## src/rtl/ps2_rx_if.sv

```systemverilog
// ps2_rx_if - receive-side handshake between the PS/2 RX engine and the
// controller host interface. The engine is the master (drives the byte and
// status); the controller is the slave and owns rx_en.
interface ps2_rx_if;
  logic       rx_en;
  logic [7:0] rx_data;
  logic       rx_valid;
  logic       rx_parity_err;
  logic       rx_frame_err;
  logic       rx_busy;

  modport master (
    input  rx_en,
    output rx_data, rx_valid, rx_parity_err, rx_frame_err, rx_busy
  );

  modport slave (
    output rx_en,
    input  rx_data, rx_valid, rx_parity_err, rx_frame_err, rx_busy
  );
endinterface

```

## src/rtl/ps2_rx.sv

```systemverilog
// ps2_rx - host-side PS/2 receive engine. Synchronizes and filters the raw
// PS/2 clock, strobes on filtered falling edges and deframes 11-bit
// device-to-host frames (start, 8 data LSB-first, odd parity, stop).
// Optional build macro PS2_RX_TIMEOUT_EN adds a watchdog that aborts a frame
// after TIMEOUT_CYCLES cycles without a falling edge.
module ps2_rx #(
  parameter int FILTER_LEN     = 8,
  parameter int TIMEOUT_CYCLES = 10000
) (
  input  logic     clk,
  input  logic     reset,
  input  logic     ps2_clk_i,
  input  logic     ps2_data_i,
  ps2_rx_if.master rx_if
);
  localparam int FW = $clog2(FILTER_LEN);

  if (FILTER_LEN < 2 || TIMEOUT_CYCLES < 2) begin : g_bad_param
    $error("ps2_rx: FILTER_LEN and TIMEOUT_CYCLES must be >= 2");
  end

  typedef enum logic [1:0] {IDLE, DATA, PARITY, STOP} state_t;

  logic [1:0]    csync_q, csync_d, dsync_q, dsync_d;
  logic          fclk_q, fclk_d, fclk_prev_q, fclk_prev_d, fall_q, fall_d;
  logic [FW-1:0] fcnt_q, fcnt_d;
  state_t        state_q, state_d;
  logic [2:0]    bit_cnt_q, bit_cnt_d;
  logic [7:0]    shreg_q, shreg_d, rx_data_q, rx_data_d;
  logic          par_q, par_d, perr_q, perr_d;
  logic          valid_q, valid_d, ferr_q, ferr_d;
  logic          clk_s, data_s;

  assign clk_s  = csync_q[1];
  assign data_s = dsync_q[1];

  // Input conditioning: 2-FF synchronizers, counter filter and fall strobe.
  // The filter counts consecutive samples that disagree with fclk and only
  // flips fclk on the FILTER_LEN-th one, so shorter glitches are absorbed.
  always_comb begin
    csync_d     = {csync_q[0], ps2_clk_i};
    dsync_d     = {dsync_q[0], ps2_data_i};
    fclk_d      = fclk_q;
    fcnt_d      = '0;
    if (clk_s != fclk_q) begin
      if (fcnt_q == FW'(FILTER_LEN - 1)) fclk_d = clk_s;
      else                               fcnt_d = fcnt_q + 1'b1;
    end
    fclk_prev_d = fclk_q;
    fall_d      = fclk_prev_q & ~fclk_q;
  end

`ifdef PS2_RX_TIMEOUT_EN
  localparam int TW = $clog2(TIMEOUT_CYCLES);
  logic [TW-1:0] wd_q, wd_d;

  // Watchdog: cleared by every fall and while idle, otherwise counts up.
  always_comb begin
    if (fall_q || state_q == IDLE) wd_d = '0;
    else                           wd_d = wd_q + 1'b1;
  end

  // Watchdog register.
  always_ff @(posedge clk) begin
    if (reset) wd_q <= '0;
    else       wd_q <= wd_d;
  end
`endif

  // Deframing FSM: next state, shift register and output pulses.
  always_comb begin
    state_d   = state_q;
    bit_cnt_d = bit_cnt_q;
    shreg_d   = shreg_q;
    par_d     = par_q;
    rx_data_d = rx_data_q;
    perr_d    = perr_q;
    valid_d   = 1'b0;
    ferr_d    = 1'b0;
    case (state_q)
      IDLE: if (fall_q && !data_s) begin
        state_d   = DATA;
        bit_cnt_d = '0;
      end
      DATA: if (fall_q) begin
        shreg_d   = {data_s, shreg_q[7:1]};
        bit_cnt_d = bit_cnt_q + 3'd1;
        if (bit_cnt_q == 3'd7) state_d = PARITY;
      end
      PARITY: if (fall_q) begin
        par_d   = data_s;
        state_d = STOP;
      end
      STOP: if (fall_q) begin
        state_d = IDLE;
        if (data_s) begin
          rx_data_d = shreg_q;
          perr_d    = ~(^shreg_q ^ par_q);
          valid_d   = 1'b1;
        end else begin
          ferr_d    = 1'b1;
        end
      end
      default: state_d = IDLE;
    endcase
`ifdef PS2_RX_TIMEOUT_EN
    // A fall in the same cycle restarts the watchdog, so it wins.
    if (state_q != IDLE && !fall_q && wd_q == TW'(TIMEOUT_CYCLES - 1)) begin
      state_d = IDLE;
      ferr_d  = 1'b1;
    end
`endif
    // Disabled receiver discards the frame silently, even in a STOP fall.
    if (!rx_if.rx_en) begin
      state_d   = IDLE;
      valid_d   = 1'b0;
      ferr_d    = 1'b0;
      rx_data_d = rx_data_q;
      perr_d    = perr_q;
    end
  end

  // State register; synchronizers and filter idle high (released bus).
  always_ff @(posedge clk) begin
    if (reset) begin
      csync_q     <= 2'b11;
      dsync_q     <= 2'b11;
      fclk_q      <= 1'b1;
      fclk_prev_q <= 1'b1;
      fcnt_q      <= '0;
      fall_q      <= 1'b0;
      state_q     <= IDLE;
      bit_cnt_q   <= '0;
      shreg_q     <= '0;
      par_q       <= 1'b0;
      rx_data_q   <= '0;
      perr_q      <= 1'b0;
      valid_q     <= 1'b0;
      ferr_q      <= 1'b0;
    end else begin
      csync_q     <= csync_d;
      dsync_q     <= dsync_d;
      fclk_q      <= fclk_d;
      fclk_prev_q <= fclk_prev_d;
      fcnt_q      <= fcnt_d;
      fall_q      <= fall_d;
      state_q     <= state_d;
      bit_cnt_q   <= bit_cnt_d;
      shreg_q     <= shreg_d;
      par_q       <= par_d;
      rx_data_q   <= rx_data_d;
      perr_q      <= perr_d;
      valid_q     <= valid_d;
      ferr_q      <= ferr_d;
    end
  end

  assign rx_if.rx_data       = rx_data_q;
  assign rx_if.rx_valid      = valid_q;
  assign rx_if.rx_parity_err = perr_q;
  assign rx_if.rx_frame_err  = ferr_q;
  assign rx_if.rx_busy       = (state_q != IDLE);
endmodule

```

## src/flat_wrapper.sv

```systemverilog
// flat-port wrapper written by rule: the top's interface ports become plain ports
module ps2_rx_flat 
#(
  parameter int FILTER_LEN     = 8,
  parameter int TIMEOUT_CYCLES = 10000
)
  (clk, reset, ps2_clk_i, ps2_data_i, rx_if_rx_en, rx_if_rx_data, rx_if_rx_valid, rx_if_rx_parity_err, rx_if_rx_frame_err, rx_if_rx_busy);
  ps2_rx_if rx_if_i ();
  input  logic clk;
  input  logic reset;
  input  logic ps2_clk_i;
  input  logic ps2_data_i;
  input wire logic [$bits(rx_if_i.rx_en)-1:0] rx_if_rx_en;
  output wire logic [$bits(rx_if_i.rx_data)-1:0] rx_if_rx_data;
  output wire logic [$bits(rx_if_i.rx_valid)-1:0] rx_if_rx_valid;
  output wire logic [$bits(rx_if_i.rx_parity_err)-1:0] rx_if_rx_parity_err;
  output wire logic [$bits(rx_if_i.rx_frame_err)-1:0] rx_if_rx_frame_err;
  output wire logic [$bits(rx_if_i.rx_busy)-1:0] rx_if_rx_busy;
  assign rx_if_i.rx_en = rx_if_rx_en;
  assign rx_if_rx_data = rx_if_i.rx_data;
  assign rx_if_rx_valid = rx_if_i.rx_valid;
  assign rx_if_rx_parity_err = rx_if_i.rx_parity_err;
  assign rx_if_rx_frame_err = rx_if_i.rx_frame_err;
  assign rx_if_rx_busy = rx_if_i.rx_busy;
  ps2_rx #(.FILTER_LEN(FILTER_LEN), .TIMEOUT_CYCLES(TIMEOUT_CYCLES)) u_core (.clk(clk), .reset(reset), .ps2_clk_i(ps2_clk_i), .ps2_data_i(ps2_data_i), .rx_if(rx_if_i));
endmodule
```

## config.mk

```make
export PLATFORM = sky130hd
export DESIGN_NAME = ps2_rx_flat
export DESIGN_NICKNAME = d
export VERILOG_FILES = /design/src/rtl/ps2_rx_if.sv /design/src/rtl/ps2_rx.sv /design/src/flat_wrapper.sv
export SDC_FILE = /design/constraint.sdc
export NUM_CORES = 1
export LEC_CHECK = 0
export CAP_MARGIN = 20
export CORE_ASPECT_RATIO = 1.2
export CORE_UTILIZATION = 55
export CTS_BUF_LIST = sky130_fd_sc_hd__clkbuf_4
export DETAILED_ROUTE_END_ITERATION = 8
export PLACE_DENSITY = 0.81
export RECOVER_POWER = 25
export REMOVE_ABC_BUFFERS = 1
export SLEW_MARGIN = 10
export SYNTH_ARGS = -nofsm -noshare
export SYNTH_HDL_FRONTEND = slang
export SYNTH_SLANG_ARGS = --single-unit
```

## constraint.sdc

```tcl
create_clock -name clk -period 3.11 [get_ports clk]
set_clock_uncertainty 0.2 [all_clocks]
set_input_delay 0.933 -clock clk [delete_from_list [all_inputs] [get_ports clk]]
set_output_delay 0.933 -clock clk [all_outputs]
set_load 0.005 [all_outputs]
```

Word-level counts from Yosys, hierarchy flattened
Cells that the tools add are included.
- $add $sub $neg: 2
- reductions and logical operators: 15
- muxes and demuxes: 11
- equality and inequality tests: 11
- bitwise logic cells: 8
- operators by type and width (cell ; count):
    $mux 2 ; 5
    $ne 2x1->1 const B ; 5
    $pmux 2 s4 ; 1
    $reduce_xor 8->1 ; 1
    $add 3x1->3 const B ; 2
    $eq 3x3->1 const B ; 2
    $mux 3 ; 2
    $not 1->1 ; 6
    $pmux 3 s2 ; 1
    $reduce_and 2->1 ; 3
    $reduce_and 5->1 ; 1
    $eq 2x2->1 const B ; 2
    $reduce_and 4->1 ; 1
    $reduce_bool 2->1 ; 2
    $reduce_or 4->1 ; 1
    $reduce_and 3->1 ; 1
    $reduce_or 3->1 ; 1
    $eq 2x1->1 const B ; 1
    $logic_not 2->1 ; 1
    $mux 1 ; 2
    $reduce_or 2->1 ; 1
    $and 1x1->1 ; 1
    $logic_and 1x1->1 ; 1
    $logic_not 1->1 ; 1
    other kinds (2) ; 2
- logic and storage cells: 61
- output and inout bits: 12
- flip-flop bits (word level): 35
- input port bits: 5

Depth between registers and ports, before layout
- depth in word-level cells: 4
- gate-level depth with buffers: 6
- depth with buffers taken out: 6

Worst setup path before layout
No wires, ideal clock.
- kind: input-to-reg
- start point: input reset
- end point: register u_core.bit_cnt_q[0]
- data arrival time: 1530 ps
- cell stages on the path: 3
- buffers on the path: 2
- setup slack: 1252 ps
- library setup time: 128 ps
- required time: 2782 ps
- path through: clkbuf_1 > buf_1 > nor2_1
- RTL lines (what ; RTL line ; source):
    from (decl) ; flat_wrapper.sv:10 ; input logic reset;
    to (signal assigned) ; ps2_rx.sv:148 ; bit_cnt_q <= bit_cnt_d;
    to (decl) ; ps2_rx.sv:28 ; logic [2:0] bit_cnt_q, bit_cnt_d;
No word-level cell between the ends.

Worst setup path in the final report
- start point: register u_core.state_q[0]
- end point: output rx_if_rx_busy
- word-level cells in the longest chain between the ends: 1
- ends and longest elaborated chain (what ; RTL line ; source):
    from (decl) ; ps2_rx.sv:27 ; state_t state_q, state_d;
    from (signal assigned) ; ps2_rx.sv:147 ; state_q <= state_d;
    $reduce_bool 2->1 ; ps2_rx.sv:162 ; assign rx_if.rx_busy = (state_q != IDLE);
    to (decl) ; flat_wrapper.sv:18 ; output wire logic [$bits(rx_if_i.rx_busy)-1:0] rx_if_rx_busy;
Every way passes these cells.

==> metrics.md <==
| Metric | Value |
|---|---|
| Status | complete, no violations |
| Skew-Pair Late Insertion Delay | 330 ps |
| Main combinational cell family by area after synthesis | simple AND/OR/NAND/NOR gates |
| CTS tree | yes |
| First-pass GRT wire length | 4209 µm |
| Max IR drop VDD | 0.4351 mV |
| Portion of netlist area occupied by mux cells | 0.01423 |
| Yosys reg bits | 35 |
| Synth Area in Adders | 0.08007 |
| Gpl congestion | 0.8342 |
| Total power | 0.6954 mW |
| Most common cell on crit path | inv_1 |
| CTS HTree Levels | 2 |
| Clk pin slew, worst setup/hold paths | 100 ps |
| Ant. Diodes | 0 |
| Vias per inst | 5.374 |
| Fin area | 1643 µm² |
| Total I/O pin count | 17 |
| DR iter-0 viols | 15 |
| Met1 usage | 0.2272 |
| Die width | 48.16 µm |
| Routed Antenna Nets | 0 |
| Total GRT Usage | 0.2128 |
| Sequential share of power | 0.651 |
| Final setup vio count | 0 |
| Startpoint Class | flip-flop |
| Post-CTS setup buffers | 0 |
| Met2 Usage GRT | 0.3676 |
| Cells after Synth | 153 |
| Final setup TNS | 0 ps |
| Sw Ratio | 0.2219 |
| CP max FO | 4 |
| Yosys cell types | 29 |
| Area growth syn-to-layout | 16.82% |
| Detailed placement HPWL | 1845 µm |
| WP data arrival | 1650 ps |
| Detailed-router iteration count before antenna repair | 4 |
| Die Height | 57.39 µm |
| I/O Buffers | 16 |
| Max Slew Vio Count | 0 |
| RSZ-0062 raised after global routing | false |
| Synth warn | 0 |
| Slowest cell on the critical path | clkdlybuf4s50_1 |
| Post-synthesis xor/xnor area fraction | 0.06495 |
| CP peak stage delay | 500 ps |
| GR Overflow Total | 0 |
| Clock power frac | 0.326 |
| Mapped cell area | 1406 µm² |
| Max Cap Viol | 0 |
| Total core area | 2354 µm² |
| Total number of vias | 1091 |
| Largest net degree at the start of global routing | 17 |
| Total CTS buffers | 5 |
| Hold slack | 224.9 ps |
| Fin util | 0.6980 |
| DRC Markers | 0 |
| Worst-Margin Slew | 503.2 ps |
| Number of buffers on the longest clock path | 2 |
| GR Util met3 | 0.06013 |
| Vias in the first global route | 1060 |
| Hold Buf Count CTS | 0 |
| Slew HR | 0.6634 |
| P_leak | 0.6098 nW |
| Initial Util | 0.5976 |
| Tcrit/Tclk final | 0.8938 |
| Total clock sinks | 35 |
| Die area | 2764 µm² |
| Initial antenna violation count | 0 |
| Most crowded layer after global routing | met2 |
| Pint | 0.5411 mW |
| Final #Nets | 185 |
| CTS root buffer | clkbuf_4 |
| Worst hold path type | flip-flop to flip-flop |
| P per Cell Area | 423.3 nW/µm² |
| Simple-Gate Fraction of Synth Area | 0.2091 |
| Synth Area in Compound Gates | 0.1068 |
| FMAX | 359.7 MHz |
| Final WL | 2455 µm |
| Num rows | 19 |
| Worst setup EP type | output port |
| Cell taking the most area after synthesis | dfxtp_1 |
| Most frequent cells in the layout | 35 x dfxtp_1, 29 x nand2_1, 17 x a21oi_1 |
| Logic pwr share | 0.023 |
| Synth top area cells | dfxtp_1 50%, ha_1 8.0%, nand2_1 7.7% |
| Post-synthesis sequential area ratio | 0.4982 |
| Post-CTS sizing | 0 |
| Syn Area/Cell | 9.192 µm² |
| CP required | 1980 ps |
| Fin. Hold Viols | 0 |
| Switching pwr | 0.1543 mW |
| Critical path cell sequence | inv_1 -> ha_1 -> inv_1 -> clkdlybuf4s50_1 |
| Routed WL per cell | 12.09 µm |
| Post-DP Area | 1590 µm² |
| Most common cell after layout, fill and taps aside | dfxtp_1 |
| Critical path type | flip-flop to output port |
| Crit path time final | 2780 ps |
| Layout cells sized above 1 | 0.08721 |
| Yosys top cell area share | 0.4982 |
[state kept, by name (all words and copies together), names as in the netlist, 2 cells and up]
signal                count
u_core.dsync_q            2
u_core.rx_if.rx_data      8
u_core.fcnt_q             3
u_core.state_q            2
u_core.bit_cnt_q          3
u_core.shreg_q            8
u_core.csync_q            2
[worst max-delay path, delay by kind of cell, from the launching register on]
family                     cells  cell delay (ps)
adders and majority gates      1              240
DFF                            1              380
buffers and inverters          3              690
[cells in the mapped netlist]
library cell	n
a211oi_2	1
nand3_1	9
clkbuf_1	5
dfxtp_1	35
xor2_1	1
ha_1	9
xnor2_2	1
buf_1	1
nand2_1	29
xnor2_1	5
nor2_1	7
o221ai_1	1
nor2b_1	2
a22oi_1	2
and2_1	3
nor4_1	1
a211oi_1	1
nor3_1	4
inv_1	4
o21ai_0	1
or2_2	5
a211o_1	1
xnor3_1	1
nor2_2	1
a21boi_1	1
nand2b_1	2
a21oi_1	17
nand4_1	1
mux2i_1	2
[power groups by stage]
stage	logic (mW)	registers (mW)	clock network [mW]
2_1_floorplan	0.00419	0.462	0
3_3_place_gp	0.0158	0.463	0
3_5_place_dp	0.0163	0.463	0
4_1_cts	0.0164	0.453	0.235
5_1_grt	0.0174	0.453	0.257
6_report	0.0160	0.452	0.227
[stage by stage]
| step | std cells | setup slack [ps] |
|---|---|---|
| 3_3_place_gp | 195 | 713.3 |
| 3_5_place_dp | 195 | 675.0 |
| 2_1_floorplan | 147 | 1278 |
| 6_report | 203 | 330.2 |
| 4_1_cts | 203 | 316.4 |
| 5_1_grt | 203 | 229.6 |
[routing by layer]
layer / part of all wire / up-vias
met2: 0.55 / 19
met1: 0.41 / 520
met5: 0 / -
met3: 0.029 / 5
li1: - / 547
met4: 0.015 / 0
[path summary, 6_finish.rpt]
kind	from	to	slack (ps)	cells past startpoint
max reg2reg	u_core.state_q[1]	u_core.state_q[0]	1170	6
max	u_core.state_q[0]	rx_if_rx_busy	330	4
min	u_core.dsync_q[0]	u_core.dsync_q[1]	220	1
min reg2reg	u_core.dsync_q[0]	u_core.dsync_q[1]	220	1
[cells by family (layout without fill, tap and decap cells)]
logic type      Yosys count  after routing
buf+inv                  10             29
xor+xnor                  8              8
flops                    35             35
fa+ha+maj                 9              9
mux                       2              2
compound gates           25             25
simple gates             64             64
[layout make-up]
class,instances,area [µm²]
clock buffers,5,37.54
clock inverters,3,15.01
fillers,184,710.7
inverters,4,15.01
multi-input cells,108,668.1
flip-flops and latches,35,700.7
well taps,31,38.79
repair buffers,17,167.7
Note: power is estimated with default switching activity, not from simulation.
